$ cat config.mk
export PLATFORM = sky130hd
export DESIGN_NAME = fifo_stream_reader_flat
export DESIGN_NICKNAME = d
export VERILOG_FILES = /design/src/rtl/fifo_stream_reader_if.sv /design/src/rtl/fifo_stream_reader.sv /design/src/flat_wrapper.sv
export SDC_FILE = /design/constraint.sdc
export NUM_CORES = 1
export LEC_CHECK = 0
export CAP_MARGIN = 5
export CORE_ASPECT_RATIO = 1.2
export CORE_UTILIZATION = 45
export DETAILED_ROUTE_END_ITERATION = 12
export PLACE_DENSITY = 0.71
export SLEW_MARGIN = 20
export SYNTH_ARGS = -nofsm -noshare
export SYNTH_HDL_FRONTEND = slang
export SYNTH_SLANG_ARGS = --single-unit
$ cat constraint.sdc
create_clock -name clk -period 4.2 [get_ports clk]
set_input_delay 0.42 -clock clk [delete_from_list [all_inputs] [get_ports clk]]
set_output_delay 0.42 -clock clk [all_outputs]
set_load 0.02 [all_outputs]
$ cat src/rtl/fifo_stream_reader_if.sv
`default_nettype none
// ---------------------------------------------------------------------------
// fifo_stream_reader_if : upstream FIFO pop port plus downstream stream port
// Revision 1.0
// ---------------------------------------------------------------------------
interface fifo_stream_reader_if #(
    parameter int DATA_WIDTH = 32
);
    logic [DATA_WIDTH-1:0] fifo_dout;
    logic                  fifo_valid;
    logic                  fifo_empty;
    logic                  fifo_shift_out;
    logic [DATA_WIDTH-1:0] m_data;
    logic                  m_valid;
    logic                  m_ready;
    logic                  m_last;
    logic [15:0]           beat_count;
    logic                  overrun;

    modport master (
        input  fifo_dout, fifo_valid, fifo_empty, m_ready,
        output fifo_shift_out, m_data, m_valid, m_last, beat_count, overrun
    );

    modport slave (
        output fifo_dout, fifo_valid, fifo_empty, m_ready,
        input  fifo_shift_out, m_data, m_valid, m_last, beat_count, overrun
    );
endinterface
`default_nettype wire

$ cat src/rtl/fifo_stream_reader.sv
`default_nettype none
// ---------------------------------------------------------------------------
// fifo_stream_reader : pops a sync FIFO into a 2-entry skid buffer, streams out
//                      packets of PKT_LEN beats with last/count/overrun status
// Revision 1.0
// ---------------------------------------------------------------------------
module fifo_stream_reader #(
    parameter int DATA_WIDTH   = 32,
    parameter int READ_LATENCY = 0,
    parameter int PKT_LEN      = 16
) (
    input  wire logic             clk,
    input  wire logic             rst,
    fifo_stream_reader_if.master  bus
);
    localparam logic [15:0] LAST_IDX = 16'(PKT_LEN - 1);

    logic [1:0]            occ_q, occ_d;
    logic [DATA_WIDTH-1:0] head_q, head_d;
    logic [DATA_WIDTH-1:0] tail_q, tail_d;
    logic                  inflight_q, inflight_d;
    logic [15:0]           pkt_idx_q, pkt_idx_d;
    logic [15:0]           beat_count_q, beat_count_d;
    logic                  overrun_q, overrun_d;

    logic                  w_valid;
    logic                  w_xfer;
    logic                  w_push;
    logic                  w_shift;
    logic [2:0]            w_level;

    assign w_valid = (occ_q != 2'd0);
    assign w_xfer  = w_valid && bus.m_ready;
    assign w_push  = bus.fifo_valid && !rst;

    // Occupancy after this cycle's beat leaves, counting any word still in flight.
    assign w_level = {1'b0, occ_q} - {2'b00, w_xfer} + {2'b00, inflight_q};
    assign w_shift = !rst && !bus.fifo_empty && (w_level < 3'd2);

    generate
        if (READ_LATENCY == 1) begin : g_lat1
            assign inflight_d = w_shift;
        end else begin : g_lat0
            assign inflight_d = 1'b0;
        end
    endgenerate

    always_comb begin
        occ_d        = occ_q;
        head_d       = head_q;
        tail_d       = tail_q;
        pkt_idx_d    = pkt_idx_q;
        beat_count_d = beat_count_q;
        overrun_d    = overrun_q;

        if (w_xfer) begin
            pkt_idx_d    = (pkt_idx_q == LAST_IDX) ? 16'd0 : pkt_idx_q + 16'd1;
            beat_count_d = beat_count_q + 16'd1;
        end

        case ({w_push, w_xfer})
            2'b10: begin
                case (occ_q)
                    2'd0: begin
                        head_d = bus.fifo_dout;
                        occ_d  = 2'd1;
                    end
                    2'd1: begin
                        tail_d = bus.fifo_dout;
                        occ_d  = 2'd2;
                    end
                    default: overrun_d = 1'b1;
                endcase
            end
            2'b01: begin
                head_d = tail_q;
                occ_d  = occ_q - 2'd1;
            end
            2'b11: begin
                // Occupancy unchanged; the new word lands behind whatever remains.
                if (occ_q == 2'd1) begin
                    head_d = bus.fifo_dout;
                end else begin
                    head_d = tail_q;
                    tail_d = bus.fifo_dout;
                end
            end
            default: ;
        endcase
    end

    always_ff @(posedge clk) begin
        if (rst) begin
            occ_q        <= 2'd0;
            inflight_q   <= 1'b0;
            pkt_idx_q    <= 16'd0;
            beat_count_q <= 16'd0;
            overrun_q    <= 1'b0;
        end else begin
            occ_q        <= occ_d;
            inflight_q   <= inflight_d;
            pkt_idx_q    <= pkt_idx_d;
            beat_count_q <= beat_count_d;
            overrun_q    <= overrun_d;
        end
    end

    always_ff @(posedge clk) begin
        head_q <= head_d;
        tail_q <= tail_d;
    end

    assign bus.fifo_shift_out = w_shift;
    assign bus.m_data         = head_q;
    assign bus.m_valid        = w_valid;
    assign bus.m_last         = w_valid && (pkt_idx_q == LAST_IDX);
    assign bus.beat_count     = beat_count_q;
    assign bus.overrun        = overrun_q;

endmodule
`default_nettype wire

$ cat src/flat_wrapper.sv
// flat-port wrapper written by rule: the top's interface ports become plain ports
module fifo_stream_reader_flat 
#(
    parameter int DATA_WIDTH   = 32,
    parameter int READ_LATENCY = 0,
    parameter int PKT_LEN      = 16
)
  (clk, rst, bus_fifo_dout, bus_fifo_valid, bus_fifo_empty, bus_m_ready, bus_fifo_shift_out, bus_m_data, bus_m_valid, bus_m_last, bus_beat_count, bus_overrun);
  fifo_stream_reader_if #(.DATA_WIDTH(DATA_WIDTH)) bus_i ();
  input  wire logic clk;
  input  wire logic rst;
  input wire logic [$bits(bus_i.fifo_dout)-1:0] bus_fifo_dout;
  input wire logic [$bits(bus_i.fifo_valid)-1:0] bus_fifo_valid;
  input wire logic [$bits(bus_i.fifo_empty)-1:0] bus_fifo_empty;
  input wire logic [$bits(bus_i.m_ready)-1:0] bus_m_ready;
  output wire logic [$bits(bus_i.fifo_shift_out)-1:0] bus_fifo_shift_out;
  output wire logic [$bits(bus_i.m_data)-1:0] bus_m_data;
  output wire logic [$bits(bus_i.m_valid)-1:0] bus_m_valid;
  output wire logic [$bits(bus_i.m_last)-1:0] bus_m_last;
  output wire logic [$bits(bus_i.beat_count)-1:0] bus_beat_count;
  output wire logic [$bits(bus_i.overrun)-1:0] bus_overrun;
  assign bus_i.fifo_dout = bus_fifo_dout;
  assign bus_i.fifo_valid = bus_fifo_valid;
  assign bus_i.fifo_empty = bus_fifo_empty;
  assign bus_i.m_ready = bus_m_ready;
  assign bus_fifo_shift_out = bus_i.fifo_shift_out;
  assign bus_m_data = bus_i.m_data;
  assign bus_m_valid = bus_i.m_valid;
  assign bus_m_last = bus_i.m_last;
  assign bus_beat_count = bus_i.beat_count;
  assign bus_overrun = bus_i.overrun;
  fifo_stream_reader #(.DATA_WIDTH(DATA_WIDTH), .READ_LATENCY(READ_LATENCY), .PKT_LEN(PKT_LEN)) u_core (.clk(clk), .rst(rst), .bus(bus_i));
endmodule
## Yosys cells after proc, flatten, opt, wreduce, memory -nomap -nowiden

Index checks and enable logic that the tools add are counted.

| operators by class | value |
|---|---|
| bitwise operators | 1 |
| add/subtract/negate cells | 4 |
| order comparisons | 1 |
| mux-type cells | 8 |
| reduce and logical (&&, ||, !) cells | 17 |
| eq/ne operators | 8 |

Operator list:

| cell | count |
|---|---|
| 32-bit two-way mux | 3 |
| 32-bit one-hot mux with 3 select lines | 1 |
| 32-bit one-hot mux with 2 select lines | 1 |
| 16-bit by 1-bit adder with 16-bit output (second input constant) | 2 |
| 16-bit by 4-bit == test with 1-bit output (second input constant) | 1 |
| 16-bit two-way mux | 1 |
| 2-bit one-hot mux with 2 select lines | 2 |
| 2-bit AND reduction | 4 |
| 2-bit nonzero test | 3 |
| 1-bit logical AND | 5 |
| 2-bit by 1-bit == test with 1-bit output (second input constant) | 2 |
| 2-bit == test (second input constant) | 2 |
| 3-bit by 2-bit less-than comparator with 1-bit output (second input constant) | 1 |
| 3-bit by 1-bit inequality test with 1-bit output (second input constant) | 1 |
| 3-bit nonzero test | 1 |
| 2-bit by 1-bit subtractor with 3-bit output | 1 |
| 1-bit logical NOT | 2 |
| 2-bit logical NOT | 1 |
| 2-bit by 1-bit inequality test with 1-bit output (second input constant) | 1 |
| 2-bit inequality test (second input constant) | 1 |
| 2-bit OR reduction | 1 |
| 2-bit by 1-bit subtractor with 2-bit output (second input constant) | 1 |
| 1-bit inverter | 1 |

| word-level totals | value |
|---|---|
| register bits after elaboration | 99 |
| bits of input ports | 37 |
| output and inout bits | 52 |

## Logic depth before layout (Yosys ltp)

Gate-level depths: netlist (run 1).

| logic depth | value |
|---|---|
| depth in word-level cells | 5 |
| mapped depth | 7 |

## Worst setup path before layout (run 1)

OpenSTA, ideal clock, no wires.

| path | value |
|---|---|
| kind | register -> register |
| from | reg u_core.occ_q[1] |
| to | reg u_core.tail_q[0], enable pin |
| data arrival time | 3.253 ns |
| setup slack | 0.476 ns |
| data required time | 3.730 ns |
| library setup time | 0.470 ns |
| cell stages (with the launch flop) | 6 |
| cells stage by stage | dfxtp_1 -> inv_1 -> ha_1 -> nor2b_1 -> buf_2 -> a21boi_0 |

| between the ends | value |
|---|---|
| word-level cells in the longest chain between the ends | 5 |
| elaborated cells on any way between the ends | 8 |
| classes of those cells | 4 x eq/ne; 4 x reduce/logical |

RTL lines:

| element | line | RTL |
|---|---|---|
| start, declared | fifo_stream_reader.sv:18 | `logic [1:0] occ_q, occ_d;` |
| start signal, assigned | fifo_stream_reader.sv:94 | `occ_q <= 2'd0;` |
| start signal, assigned | fifo_stream_reader.sv:100 | `occ_q <= occ_d;` |
| 2-bit nonzero test | fifo_stream_reader.sv:32 | `assign w_valid = (occ_q != 2'd0);` |
| 1-bit logical AND | fifo_stream_reader.sv:33 | `assign w_xfer = w_valid && bus.m_ready;` |
| 2-bit == test | fifo_stream_reader.sv:61 | `case ({w_push, w_xfer})` |
| 2-bit inequality test (no source line) / 2-bit nonzero test (equally long branches) | n/a |  |
| 2-bit AND reduction (no source line) * | n/a |  |
| end signal, assigned | fifo_stream_reader.sv:110 | `tail_q <= tail_d;` |
| end, declared | fifo_stream_reader.sv:20 | `logic [DATA_WIDTH-1:0] tail_q, tail_d;` |

Mark *: on every way between the ends. The rest lies on a longest branch, timed or not.
A chain may end at the register's enable or synchronous reset.

## Worst setup path after layout (run 1)

| path | value |
|---|---|
| from | reg u_core.occ_q[0] |
| to | out bus_fifo_shift_out |

| between the ends | value |
|---|---|
| word-level cells in the longest chain between the ends | 5 |

RTL lines:

| element | line | RTL |
|---|---|---|
| 2-bit nonzero test | fifo_stream_reader.sv:32 |  |
| 1-bit logical AND | fifo_stream_reader.sv:33 |  |
| 2-bit by 1-bit subtractor with 3-bit output * | fifo_stream_reader.sv:37 | `assign w_level = {1'b0, occ_q} - {2'b00, w_xfer} + {2'b00, inflight_q};` |
| 3-bit by 2-bit less-than comparator with 1-bit output * | fifo_stream_reader.sv:38 | `assign w_shift = !rst && !bus.fifo_empty && (w_level < 3'd2);` |
| 1-bit logical AND * | fifo_stream_reader.sv:38 |  |
| end, declared | flat_wrapper.sv:16 | `output wire logic [$bits(bus_i.fifo_shift_out)-1:0] bus_fifo_shift_out;` |

Marked as above.

==> results of run 1 <==
[layout by cell type (no fill, tap or decap), drive strengths merged]
cell type      Yosys  layout
and3               1       1
or4                3       3
ha                 5       5
clkdlybuf4s50      0      88
nor3               5       5
nand4             11      11
clkbuf             3      11
a21oi             14      14
xnor2             10      10
and4b              4       4
dfxtp             35      35
buf                9       6
o22ai              1       1
mux2              64      64
nor2b              5       5
xor2              13      13
o21bai             1       1
or3                4       4
nand3              8       8
and2               1       1
a21boi             1       1
inv                7       7
or2                2       2
a31o               1       1
o31ai              3       3
nor4               5       5
nand4b             2       2
o21a               1       1
a221oi             2       2
o21ai              8       8
nor2              27      27
and4               3       3
nand2             21      21
clkinvlp           0       2
clkinv             0       3
edfxtp            64      64
nand2b             1       1
[cells by family (layout without fill, tap and decap cells)]
kind of cell | count (synthesis) | in the layout | share of synthesized area
AND/OR/NAND/NOR | 103 | 103 | 0.124
flip-flops | 99 | 99 | 0.592
XOR/XNOR | 23 | 23 | 0.0454
buffers and inverters | 19 | 117 | 0.0183
adder cells (fa/ha/maj) | 5 | 5 | 0.0141
AO/OA/AOI/OAI | 32 | 32 | 0.0440
multiplexers | 64 | 64 | 0.163
[state kept, by name, indices dropped and copies added, names as in the netlist]
name and count:
u_core.bus.beat_count 16, u_core.bus.m_data 32, u_core.bus.overrun 1, u_core.occ_q 2, u_core.pkt_idx_q 16, u_core.tail_q 32
[per-layer routing]
layer	track usage	vias to the layer above	share of wire	routed length [microns]
li1	-	1464	-	-
met1	0.239	1443	0.48	4070
met2	0.279	81	0.46	3920
met3	0.0446	7	0.054	462
met4	0.0490	0	0.010	88
met5	0	-	0	0
[where the power goes]
group | switching (mW) | total, mW | internal (mW) | leakage [nW]
clock network | 0.335 | 0.734 | 0.400 | 0.123
registers | 0.0386 | 1.21 | 1.18 | 0.886
logic | 0.288 | 0.586 | 0.298 | 0.940
[how the worst min path moves through the flow]
stage | from | to | cells past startpoint
after floorplan | u_core.occ_q[1] | u_core.occ_q[1] | 1
after global placement | u_core.occ_q[1] | u_core.occ_q[1] | 1
after detailed placement | u_core.occ_q[1] | u_core.occ_q[1] | 1
after CTS | u_core.occ_q[1] | u_core.occ_q[1] | 1
after global routing | u_core.occ_q[1] | u_core.occ_q[1] | 1
final | u_core.occ_q[1] | u_core.occ_q[1] | 1
[cell usage after synthesis, drive strengths merged (5+ instances only)]
master / instances / area share
inv: 7 / 0.0059
o21ai: 8 / 0.0090
dfxtp: 35 / 0.16
nand4: 11 / 0.017
nor4: 5 / 0.0071
nor3: 5 / 0.0056
ha: 5 / 0.014
xor2: 13 / 0.026
mux2: 64 / 0.16
xnor2: 10 / 0.020
nand2: 21 / 0.018
edfxtp: 64 / 0.43
nor2b: 5 / 0.0071
nor2: 27 / 0.023
buf: 9 / 0.0099
nand3: 8 / 0.0090
a21oi: 14 / 0.018
[final cells by class]
cell class              count  area (sq um)
fillers                   793          3830
flip-flops and latches     99          2620
multi-input cells         227          1740
repair buffers             94           926
clock buffers              11           233
well taps                 123           154
clock inverters             5          32.5
inverters                   7          26.3
==> reports/results.tsv, run 1 <==
stage	metric	value	unit
synthesis	ys.warnings.count	0	
floorplan	fp.dieW	92.6	microns
clock_network	htreeDepth	3	
setup_path	path_depth	7	
sta	rsz0062_at_grt	false	
synthesis	async_flop_share	0	
sta	setup_viol	0	
finish	antenna_cells	0	
floorplan	rows	39	
finish	nets	480	
sta	maxSlewHeadroom	0.559	
setup_path	startpoint	u_core.occ_q[0]	
finish	drive_gt1_frac	0.208	
setup_path	reg2regPathDepth	6	
grt	grt_max_degree	33	
setup_path	rrSetupSlack	1.84	ns
setup_path	reg2reg_from	u_core.occ_q[1]	
setup_path	worstPathArrival	2.52	ns
setup_path	worstPathCellList	inv_1, ha_1, nand2b_1, nor2_1, xnor2_1, nor3_1, clkdlybuf4s50_1	
sta	tns	0	ns
placed_design	gp_congestion	0.775	
drt	drtIter0Drc	91	
sta	post-route-period-util	0.701	
floorplan	core	9560	sq um
sta	holdWs	0.477	ns
clock_network	max-clock-path-buffers	2	
grt	antenna_found_initial	0	
worst_hold_path	hold_path.class	reg2reg	
sta	clock.fmax	340	MHz
placed_design	placedCellCount	550	
floorplan	die_area	10300	sq um
clock_network	postCtsHoldBufs	0	
floorplan	die_h	111	microns
sta	fin_worst_skew	0.00695	ns
grt	grt_pass1_vias	3016	
synthesis	synthCells	345	
finish	finalNonFillerCells	566	
setup_path	cpMaxStageDelayCell	clkdlybuf4s50_1	
grt	track_usage	0.176	
synthesis	ys_ff_latch	99	
synthesis	syn-num-nets	387	
synthesis	synth-edff-count	64	
drt	drc	0	
setup_path	cp-start-kind	flip-flop	
setup_path	cp_max_fo	13	
run_status	status	completed	
finish	finish.utilization	0.600	
setup_path	path_buf_inv	2	
grt	grt_pass1_wl	14400	microns
floorplan	start_util	0.464	
sta	post-route-min-period	2.94	ns
drt	wl_per_cell	15.1	microns
synthesis	yosys.cell_types.count	39	
clock_network	clock_latency	0.34	ns
floorplan	pin_count	89	
sta	worst_pin_slew	0.661	ns
finish	fin_area	5740	sq um
clock_network	cts_made_buffers	9	
clock_network	cts_tree	built	
clock_network	cts-resized-gates	0	
drt	dr_total_vias	2995	
drt	postRouteAntennaNets	0	
power	cellLeakagePower	1.95	nW
power	finalPower	2.53	mW
placed_design	place_ws	1.46	ns
placed_design	io_buffers	88	
sta	layout_setup_ws	1.26	ns
sta	hold_viol_final	0	
grt	overflow	0	
setup_path	crit_family	buffers and inverters	
clock_network	clk_pin_slew	0.06	ns
clock_network	postCtsSetupBuffers	0	
power	p_per_area	442	nW/um^2
finish	area_growth	29.4	%
synthesis	yosysSeqAreaShare	0.592	
setup_path	crit_type	reg2out	
placed_design	dp_hpwl	5680	microns
setup_path	crit_end	bus_fifo_shift_out	
clock_network	cts_root_buf	clkbuf_16	
drt	drtPass1Iterations	4	
setup_path	r2r-end	u_core.tail_q[31]	
sta	drv_slew	0	
synthesis	syn_area	4430	sq um
run	cap_violations	0	
synthesis	syn_area_per_cell	12.8	sq um
setup_path	slowest_delay	0.63	ns
setup_path	required	3.78	ns
clock_network	clock-sinks	99	
drt	wl	8550	microns
power	ir_drop	0.000264	V
placed_design	placed_area	5470	sq um
setup_path	critPathCaptureType	output pin	
synthesis	synthFlopType	edfxtp_1	
drt	vias_per_cell	5.29	
(Power assumes the default switching activity.)
==> run 2: changes to the inputs <==
- PLACE_DENSITY: 0.71 -> 0.74
- clock period: 4.2 -> 2.51 ns (I/O delays scaled with it)
==> run 2 against run 1 <==
  * Flip-flop and latch count stayed put
  * Clock-buffer cell count grew 2
  * Critical endpoint is now bus_m_last
  * Power up 77%
  * Largest power group unchanged
  * Sequential share of layout area decreased by 1.1 points
  * Die area unchanged
  * Core utilization is 1.5 points higher
  * Highest routed layer unchanged
==> reports/results.tsv, run 2 (synthesized netlist as in run 1, its figures left out) <==
stage	metric	value	unit	change
floorplan	fp.dieW	92.6	microns	unchanged
setup_path	cpMaxStageDelayCell	clkdlybuf4s50_1		unchanged
setup_path	cp-start-kind	flip-flop		unchanged
drt	dr_total_vias	3045		was 2,995
grt	grt_pass1_wl	14400	microns	about the same
clock_network	clock-sinks	99		unchanged
placed_design	placed_area	5560	sq um	was 5470 sq um
grt	overflow	0		unchanged
run_status	status	completed		unchanged
floorplan	pin_count	89		unchanged
floorplan	die_area	10300	sq um	unchanged
drt	vias_per_cell	5.32		was 5.29
setup_path	crit_type	reg2out		unchanged
drt	postRouteAntennaNets	0		unchanged
sta	post-route-period-util	0.907		
clock_network	cts_tree	built		unchanged
power	cellLeakagePower	2.02	nW	was 1.95 nW
drt	drtPass1Iterations	4		unchanged
floorplan	core	9560	sq um	unchanged
finish	drive_gt1_frac	0.220		was 0.208
grt	antenna_found_initial	0		unchanged
clock_network	postCtsHoldBufs	0		unchanged
grt	grt_max_degree	33		unchanged
sta	tns	0	ns	unchanged
placed_design	dp_hpwl	5770	microns	was 5680 microns
drt	wl	8450	microns	was 8550 microns
clock_network	postCtsSetupBuffers	0		unchanged
finish	fin_area	5880	sq um	was 5740 sq um
clock_network	htreeDepth	3		unchanged
setup_path	cp_max_fo	4		was 13
placed_design	io_buffers	88		unchanged
finish	layout_commonest_cell	clkdlybuf4s50_1		unchanged
clock_network	max-clock-path-buffers	2		unchanged
setup_path	critPathCaptureType	output pin		unchanged
clock_network	clock_latency	0.33	ns	was 0.34 ns
sta	fin_worst_skew	0.00445	ns	was 0.00695 ns
sta	rsz0062_at_grt	false		unchanged
clock_network	cts_made_buffers	9		unchanged
power	finalPower	4.48	mW	was 2.53 mW
grt	track_usage	0.175		was 0.176
placed_design	placedCellCount	556		was 550
finish	final_cell_mix	clkdlybuf4s50_1, mux2_2, edfxtp_1		unchanged
drt	drtIter0Drc	162		was 91
drt	wl_per_cell	14.8	microns	was 15.1 microns
sta	worst_pin_slew	0.522	ns	was 0.661 ns
run	cap_violations	0		unchanged
setup_path	crit_family	buffers and inverters		unchanged
sta	hold_viol_final	0		unchanged
finish	area_growth	32.7	%	was 29.4%
sta	drv_slew	0		unchanged
finish	antenna_cells	0		unchanged
sta	post-route-min-period	2.28	ns	
floorplan	die_h	111	microns	unchanged
drt	drc	0		unchanged
sta	clock.fmax	439	MHz	
clock_network	cts-resized-gates	1		was 0
floorplan	rows	39		unchanged
power	ir_drop	0.000343	V	was 0.000264 V
setup_path	worstPathArrival	2.03	ns	was 2.52 ns
sta	setup_viol	0		unchanged
clock_network	clk_pin_slew	0.06	ns	about the same
setup_path	required	2.26	ns	was 3.78 ns
clock_network	cts_root_buf	clkbuf_16		unchanged
power	p_per_area	762	nW/um^2	was 442 nW/um^2
setup_path	worstPathCellList	ha_1, and4b_1, nand4_1, nor2_1, clkdlybuf4s50_1		was inv_1, ha_1, nand2b_1, nor2_1, xnor2_1, nor3_1, clkdlybuf4s50_1
setup_path	slowest_delay	0.61	ns	was 0.63 ns
grt	grt_pass1_vias	3058		was 3,016
floorplan	start_util	0.464		unchanged
setup_path	path_buf_inv	1		was 2
finish	finish.utilization	0.615		was 0.600
placed_design	gp_congestion	0.809		was 0.775
finish	nets	486		was 480
sta	maxSlewHeadroom	0.652		was 0.559
finish	finalNonFillerCells	572		was 566
worst_hold_path	hold_path.class	reg2reg		unchanged
## run 2: final timing paths
kind,slack [ns],startpoint,cells after the start,end
worst min register to register,0.49,u_core.occ_q[1],1,u_core.occ_q[1]
worst max register to register,0.37,u_core.occ_q[1],6,u_core.tail_q[31]
worst min-delay path,0.49,u_core.occ_q[1],1,u_core.occ_q[1]
worst max-delay path,0.23,u_core.pkt_idx_q[0],5,bus_m_last
## run 2: cell type report
| cell class | count | area (sq um) |
|---|---|---|
| Fill cell | 792 | 3680 |
| Clock inverter | 3 | 45.0 |
| Timing Repair Buffer | 100 | 1020 |
| Multi-Input combinational cell | 227 | 1740 |
| Sequential cell | 99 | 2620 |
| Clock buffer | 13 | 272 |
| Tap cell | 123 | 154 |
| Inverter | 7 | 26.3 |
## run 2: metrics by stage
stage | setup slack, ns | hold WS, ns
CTS | 0.185 | 0.495
global placement | 0.292 | 0.454
detailed placement | 0.223 | 0.483
floorplan | 0.321 | 0.415
finish | 0.233 | 0.486
global route | 0.0281 | 0.510
## run 2: worst register-to-register path, stage by stage (launching register included)
cell and delay (ns):
dfxtp_1 0.31, inv_1 0.13, ha_2 0.33, nor2b_1 0.09, buf_4 0.18, a21oi_2 0.45
mux2_2 0.40
## run 2: layer usage
metal,vias to the layer above,routed length [microns],GRT usage
met5,-,0,0
met3,9,412,0.0350
li1,1482,-,-
met1,1468,3850,0.232
met2,86,4100,0.290
met4,0,85,0.0469
## run 2: where the power goes
part           leakage [nW]  internal [mW]  total, mW  switching [mW]
Combinational         0.988          0.543       1.03           0.491
Sequential            0.886           1.97       2.03          0.0615
Clock                 0.147          0.861       1.42           0.558
Total                  2.02           3.37       4.48            1.11
==> run 3: changes to the inputs <==
- CAP_MARGIN: 5 -> unset
- REMOVE_ABC_BUFFERS: unset -> 1
==> run 3 against run 2 <==
  * Sequential power hardly changed
  * Critical path depth increased by 2
  * Core utilization shrank 0.25 points
  * Register-to-register slack worse by 0.04 ns
  * Wire length grew 4.3%
  * Power decreased by 1.4%
  * Design area shrank 0.40%
  * Clock skew is 0.0018 ns higher
  * Worst hold slack worse by 0.010 ns
  * Largest power group unchanged
==> reports/results.tsv, run 3 (synthesized netlist as in run 1, its figures left out) <==
stage	metric	value	unit	change
run_status	status	completed		unchanged
grt	overflow	0		unchanged
drt	dr_total_vias	3012		was 3,045
power	p_per_area	754	nW/um^2	was 762 nW/um^2
setup_path	worstPathArrival	2.05	ns	was 2.03 ns
floorplan	start_util	0.464		unchanged
floorplan	rows	39		unchanged
floorplan	die_area	10300	sq um	unchanged
grt	antenna_found_initial	0		unchanged
placed_design	io_buffers	88		unchanged
floorplan	fp.dieW	92.6	microns	unchanged
setup_path	reg2regPathDepth	6		unchanged
finish	fillers	773		was 792
setup_path	critPathCaptureType	output pin		unchanged
grt	grt_max_degree	33		unchanged
sta	holdWs	0.476	ns	was 0.486 ns
sta	setup_viol	0		unchanged
worst_hold_path	worstHoldStart	u_core.occ_q[1]		unchanged
clock_network	cts_made_buffers	9		unchanged
clock_network	htreeDepth	3		unchanged
finish	layout_commonest_cell	clkdlybuf4s50_1		unchanged
sta	rsz0062_at_grt	false		unchanged
power	finalPower	4.42	mW	was 4.48 mW
sta	clock.fmax	435	MHz	was 439 MHz
setup_path	required	2.26	ns	about the same
clock_network	cts_root_buf	clkbuf_16		unchanged
finish	finish.utilization	0.613		was 0.615
clock_network	clock-sinks	99		unchanged
drt	drtPass1Iterations	7		was 4
clock_network	clk_pin_slew	0.06	ns	about the same
drt	vias_per_cell	5.26		was 5.32
sta	post-route-period-util	0.916		was 0.907
finish	nets	487		was 486
finish	antenna_cells	0		unchanged
setup_path	reg2reg_from	u_core.occ_q[0]		was u_core.occ_q[1]
sta	hold_viol_final	0		unchanged
sta	fin_worst_skew	0.00628	ns	was 0.00445 ns
worst_hold_path	hold_path.class	reg2reg		unchanged
setup_path	cp-start-kind	flip-flop		unchanged
placed_design	dp_hpwl	5920	microns	was 5770 microns
finish	drive_gt1_frac	0.218		was 0.220
sta	worst_pin_slew	0.415	ns	was 0.522 ns
sta	post-route-min-period	2.30	ns	was 2.28 ns
sta	drv_slew	0		unchanged
floorplan	pin_count	89		unchanged
placed_design	gp_congestion	0.794		was 0.809
grt	grt_pass1_wl	14600	microns	was 14,400 microns
drt	postRouteAntennaNets	0		unchanged
clock_network	clock_latency	0.34	ns	was 0.33 ns
drt	drc	0		unchanged
floorplan	core	9560	sq um	unchanged
drt	drtIter0Drc	118		was 162
drt	wl	8820	microns	was 8450 microns
clock_network	cts_tree	built		unchanged
worst_hold_path	hold_path_depth	1		unchanged
finish	final_cell_mix	clkdlybuf4s50_1, mux2_2, edfxtp_1		unchanged
power	cellLeakagePower	2.02	nW	about the same
clock_network	max-clock-path-buffers	2		unchanged
power	ir_drop	0.000381	V	was 0.000343 V
sta	maxSlewHeadroom	0.721		was 0.652
setup_path	startpoint	u_core.occ_q[0]		was u_core.pkt_idx_q[0]
setup_path	cp_max_fo	13		was 4
grt	grt_pass1_vias	2988		was 3,058
finish	area_growth	32.1	%	was 32.7%
run	cap_violations	0		unchanged
floorplan	die_h	111	microns	unchanged
grt	track_usage	0.182		was 0.175
drt	wl_per_cell	15.4	microns	was 14.8 microns
setup_path	crit_type	reg2out		unchanged
[run 3: critical path, stage by stage, from the launching register on]
cell	delay (ns)
dfxtp_1	0.43
inv_1	0.07
ha_1	0.33
nand2b_1	0.21
nor2_1	0.12
xnor2_1	0.07
nor3_1	0.12
dlygate4sd2_1	0.35
[run 3: final timing paths]
check	end	slack, ns
max	bus_fifo_shift_out	0.21
min	u_core.occ_q[1]	0.48
max reg2reg	u_core.bus.beat_count[15]	0.33
min reg2reg	u_core.occ_q[1]	0.48
[run 3: per-stage QoR]
stage               area [sq um]  cells  setup slack [ns]  TNS [ns]
finish                      5860    573             0.211         0
global route                5860    573            0.0552         0
CTS                         5860    573             0.187         0
detailed placement          5570    557             0.294         0
global placement            5570    557             0.324         0
floorplan                   4380    333             -1.34    -46.25
[run 3: per-layer routing]
metal  global-route usage  vias up  share of wire
met4               0.0688        0          0.016
met5                    0        -              0
li1                     -     1482              -
met2                0.306       81           0.48
met3               0.0336        9          0.046
met1                0.232     1440           0.45
[run 3: power breakdown]
part | leakage [nW] | internal, mW | switching (mW)
clock | 0.137 | 0.774 | 0.565
sequential | 0.886 | 1.97 | 0.0653
combinational | 0.994 | 0.547 | 0.500
[run 3: area by class of cell]
type,count,area (sq um),area share
flip-flops and latches,99,2620,0.448
multi-input cells,227,1740,0.297
repair buffers,101,1030,0.175
clock buffers,12,236,0.0404
well taps,123,154,0.0263
clock inverters,4,51.3,0.00876
inverters,7,26.3,0.00449
[run 3: timing repair]
item                                    in CTS  in global routing
endpoints found under the setup margin       1                  0
hold buffers                                 0                  0
buffers inserted                             0                  0
gates resized for setup                      1                  0
==> patch: new RTL, flow settings as in run 2 <==
`DATA_WIDTH` is set to 32 in 3 places; all go to 28.
--- a/src/rtl/fifo_stream_reader_if.sv
+++ b/src/rtl/fifo_stream_reader_if.sv
@@ -4,7 +4,7 @@
 // Revision 1.0
 // ---------------------------------------------------------------------------
 interface fifo_stream_reader_if #(
-    parameter int DATA_WIDTH = 32
+    parameter int DATA_WIDTH = 28
 );
     logic [DATA_WIDTH-1:0] fifo_dout;
     logic                  fifo_valid;
--- a/src/rtl/fifo_stream_reader.sv
+++ b/src/rtl/fifo_stream_reader.sv
@@ -5,7 +5,7 @@
 // Revision 1.0
 // ---------------------------------------------------------------------------
 module fifo_stream_reader #(
-    parameter int DATA_WIDTH   = 32,
+    parameter int DATA_WIDTH   = 28,
     parameter int READ_LATENCY = 0,
     parameter int PKT_LEN      = 16
 ) (
--- a/src/flat_wrapper.sv
+++ b/src/flat_wrapper.sv
@@ -1,7 +1,7 @@
 // flat-port wrapper written by rule: the top's interface ports become plain ports
 module fifo_stream_reader_flat 
 #(
-    parameter int DATA_WIDTH   = 32,
+    parameter int DATA_WIDTH   = 28,
     parameter int READ_LATENCY = 0,
     parameter int PKT_LEN      = 16
 )
Interface: changed (resized bus_fifo_dout and bus_m_data); port bits go from 89 to 81. The function was not compared with the original's and may differ.
==> patch against run 2 <==
Area after synthesis fell by 6.8%; non-clock buffer count is 9 lower; highest routed layer unchanged; total power is 15% lower; sequential cell count decreased by 8; setup slack got worse by 0.021 ns; count of clock-buffer cells in the layout down 2; critical path depth stayed put; routed wire length is 7.2% lower; maximum frequency decreased by 0.92%; via count decreased by 9.1%; synthesized cell count down 5.8%; design area shrank 9.6%.
==> patch: results (changes against run 2) <==
Yosys:
- The post-synthesis async set-or-reset flop share is 0% (unchanged).
- The mean post-synth cell area is 12.7 µm² (-1.1%).
- The net count after synthesis is 363 (-6.2%).
- Ranked by total cell area, the synthesized netlist is headed by edfxtp_1 41%, dfxtp_1 17%, mux2_2 15%.
- The mux contribution to synthesized area is 15.3% (-0.99 points).
- The number of enable-type register cells in the synthesized netlist is 56 (-13%).
- The number of distinct library cells after synthesis is 40 (+2.6%).
- The adder-cell share of the synthesized area was 1.51% (+0.10 points).
- The number of warnings printed during yosys synthesis is 0 (unchanged).
- The proportion of synthesized chip area in sequential cells is 57.7% (-1.5 points).
- The XOR/XNOR share of the synthesized area was 5.30% (+0.76 points).
- After synthesis, the most frequently instantiated cells are 56 x edfxtp_1, 56 x mux2_2, 35 x dfxtp_1.
- The share of the synthesized area in the top cell type is 40.7% (-2.6 points).
- The complex-gate fraction of the synthesized area was 4.33% (-0.071 points).

Placement:
- The minimum setup slack after placement is 0.199 ns (-0.0242 ns).
- The estimated wirelength of the detail-placed design is 5320 µm (-7.7%).
- The total placed cells including tap cells is 517 (-7.0%).
- The placer's final routability congestion estimate is 0.809 (about the same).
- The count of input and output buffers is 80 (-9.1%).

Clocking:
- The clock insertion delay at the later pin of the skew report is 0.36 ns (+0.03 ns).
- The number of levels in the clock H-tree is 3 (unchanged).
- The number of buffers created by CTS is 9 (unchanged).
- The cell at the root of the clock tree is clkbuf_8.
- The clock slew seen by the registers of the worst setup and hold paths came to 0.08 ns (+0.02 ns).

GRT:
- The met3 global-route usage is 4.16% (+0.66 points).
- The via count of the first global-routing pass is 2745 (-10%).
- The met1 routing resource usage after global routing is 22.0% (-1.2 points).
- The global-route met2 utilization came to 29.0% (about the same).
- The global-route total usage across every layer is 17.4% (-0.097 points).
- The first-pass GRT wire length is 12700 µm (-12%).
- The pin count of the biggest net entering global routing is 29 (-12%).

Detailed routing:
- The ratio of routed vias to standard cells came to 5.19 (-2.4%).
- The routed length per placed instance is 14.7 µm (-0.39%).
- The number of violations reported at the end of detailed-routing iteration 0 is 90 (-44%).
- The number of optimization iterations in the first detailed-route pass is 4 (unchanged).

Worst setup path:
- The top cell family by delay on the critical path is buffers and inverters.
- The biggest fanout along the worst timing path is 3 (-1).
- The signal arrival time at the worst endpoint came to 2.05 ns (+0.02 ns).
- The slowest stage of the critical path is the clkdlybuf4s50_1 cell.

Status:
- The flow ran to the end, and the final reports show no timing, DRC or antenna violations.

Power:
- The switching part of the total came to 26.8% (+2.0 points).
- The worst IR drop on VDD is 0.328 mV (-4.2%).
- The leakage power came to 1.89 nW (-6.3%).

Layout:
- The number of fillers in the final layout is 678 (-14%).
- The number of diodes is 0 (unchanged).
- The net total in the final layout is 449 (-7.6%).
- The non-filler instance count after layout is 533 (-6.8%).
- The proportion of layout cells with a drive suffix above 1 is 22.1% (+0.066 points).

Timing:
- The relative slew slack came to 55.3% (-9.8 points).
- The worst setup skew after layout came to 0.00800 ns (+0.00354 ns).
-- patch: power groups by stage --
stage               Combinational (mW)  Sequential (mW)  Clock [mW]
detailed placement               0.933             1.88           0
global placement                 0.916             1.88           0
global route                      1.00             1.87        1.11
floorplan                        0.470             1.99           0
CTS                              0.936             1.85        1.07
finish                           0.924             1.85        1.03
-- patch: cell families after synthesis --
logic type,count (synthesis)
fa+ha+maj,5
simple gates,100
mux,56
compound gates,28
buf+inv,20
xor+xnor,25
flops,91
-- patch: worst paths after layout --
| path | cells past startpoint | slack (ns) | startpoint | endpoint |
|---|---|---|---|---|
| setup / recovery | 5 | 0.21 | u_core.pkt_idx_q[0] | bus_m_last |
| hold / removal | 2 | 0.48 | u_core.pkt_idx_q[1] | u_core.pkt_idx_q[1] |
| hold reg to reg | 2 | 0.48 | u_core.pkt_idx_q[1] | u_core.pkt_idx_q[1] |
| setup reg to reg | 5 | 0.31 | u_core.occ_q[1] | u_core.tail_q[13] |
-- patch: area by class of cell --
cell class / count / area share (%)
clock buffers: 11 / 2.85
flip-flops and latches: 91 / 44.8
repair buffers: 91 / 17.1
clock inverters: 5 / 1.13
multi-input cells: 214 / 31.1
well taps: 117 / 2.75
inverters: 4 / 0.282
-- patch: worst min-delay path, cell delays in order, from the launching register on --
cell and delay (ns):
dfxtp_1 0.33, nand2_1 0.06, a21oi_1 0.05
-- patch: metrics by stage --
stage                     area (µm²)  power, mW
after floorplan                 4130       2.45
after global placement          5100       2.79
after detailed placement        5100       2.82
after CTS                       5320       3.85
after global routing            5320       3.98
final                           5320       3.80
-- patch: what timing repair did --
action / 4_1_cts / 5_1_grt
resized for setup: 0 / 1
endpoints found under the hold margin: 0 / 0
hold buffers: 0 / 0
setup endpoints to repair: 0 / 1
-- patch: per-layer routing --
layer | vias up | share of wire (%)
met5 | - | 0
met4 | 0 | 1.2
met3 | 9 | 4.6
met2 | 64 | 48
met1 | 1329 | 46
li1 | 1366 | -
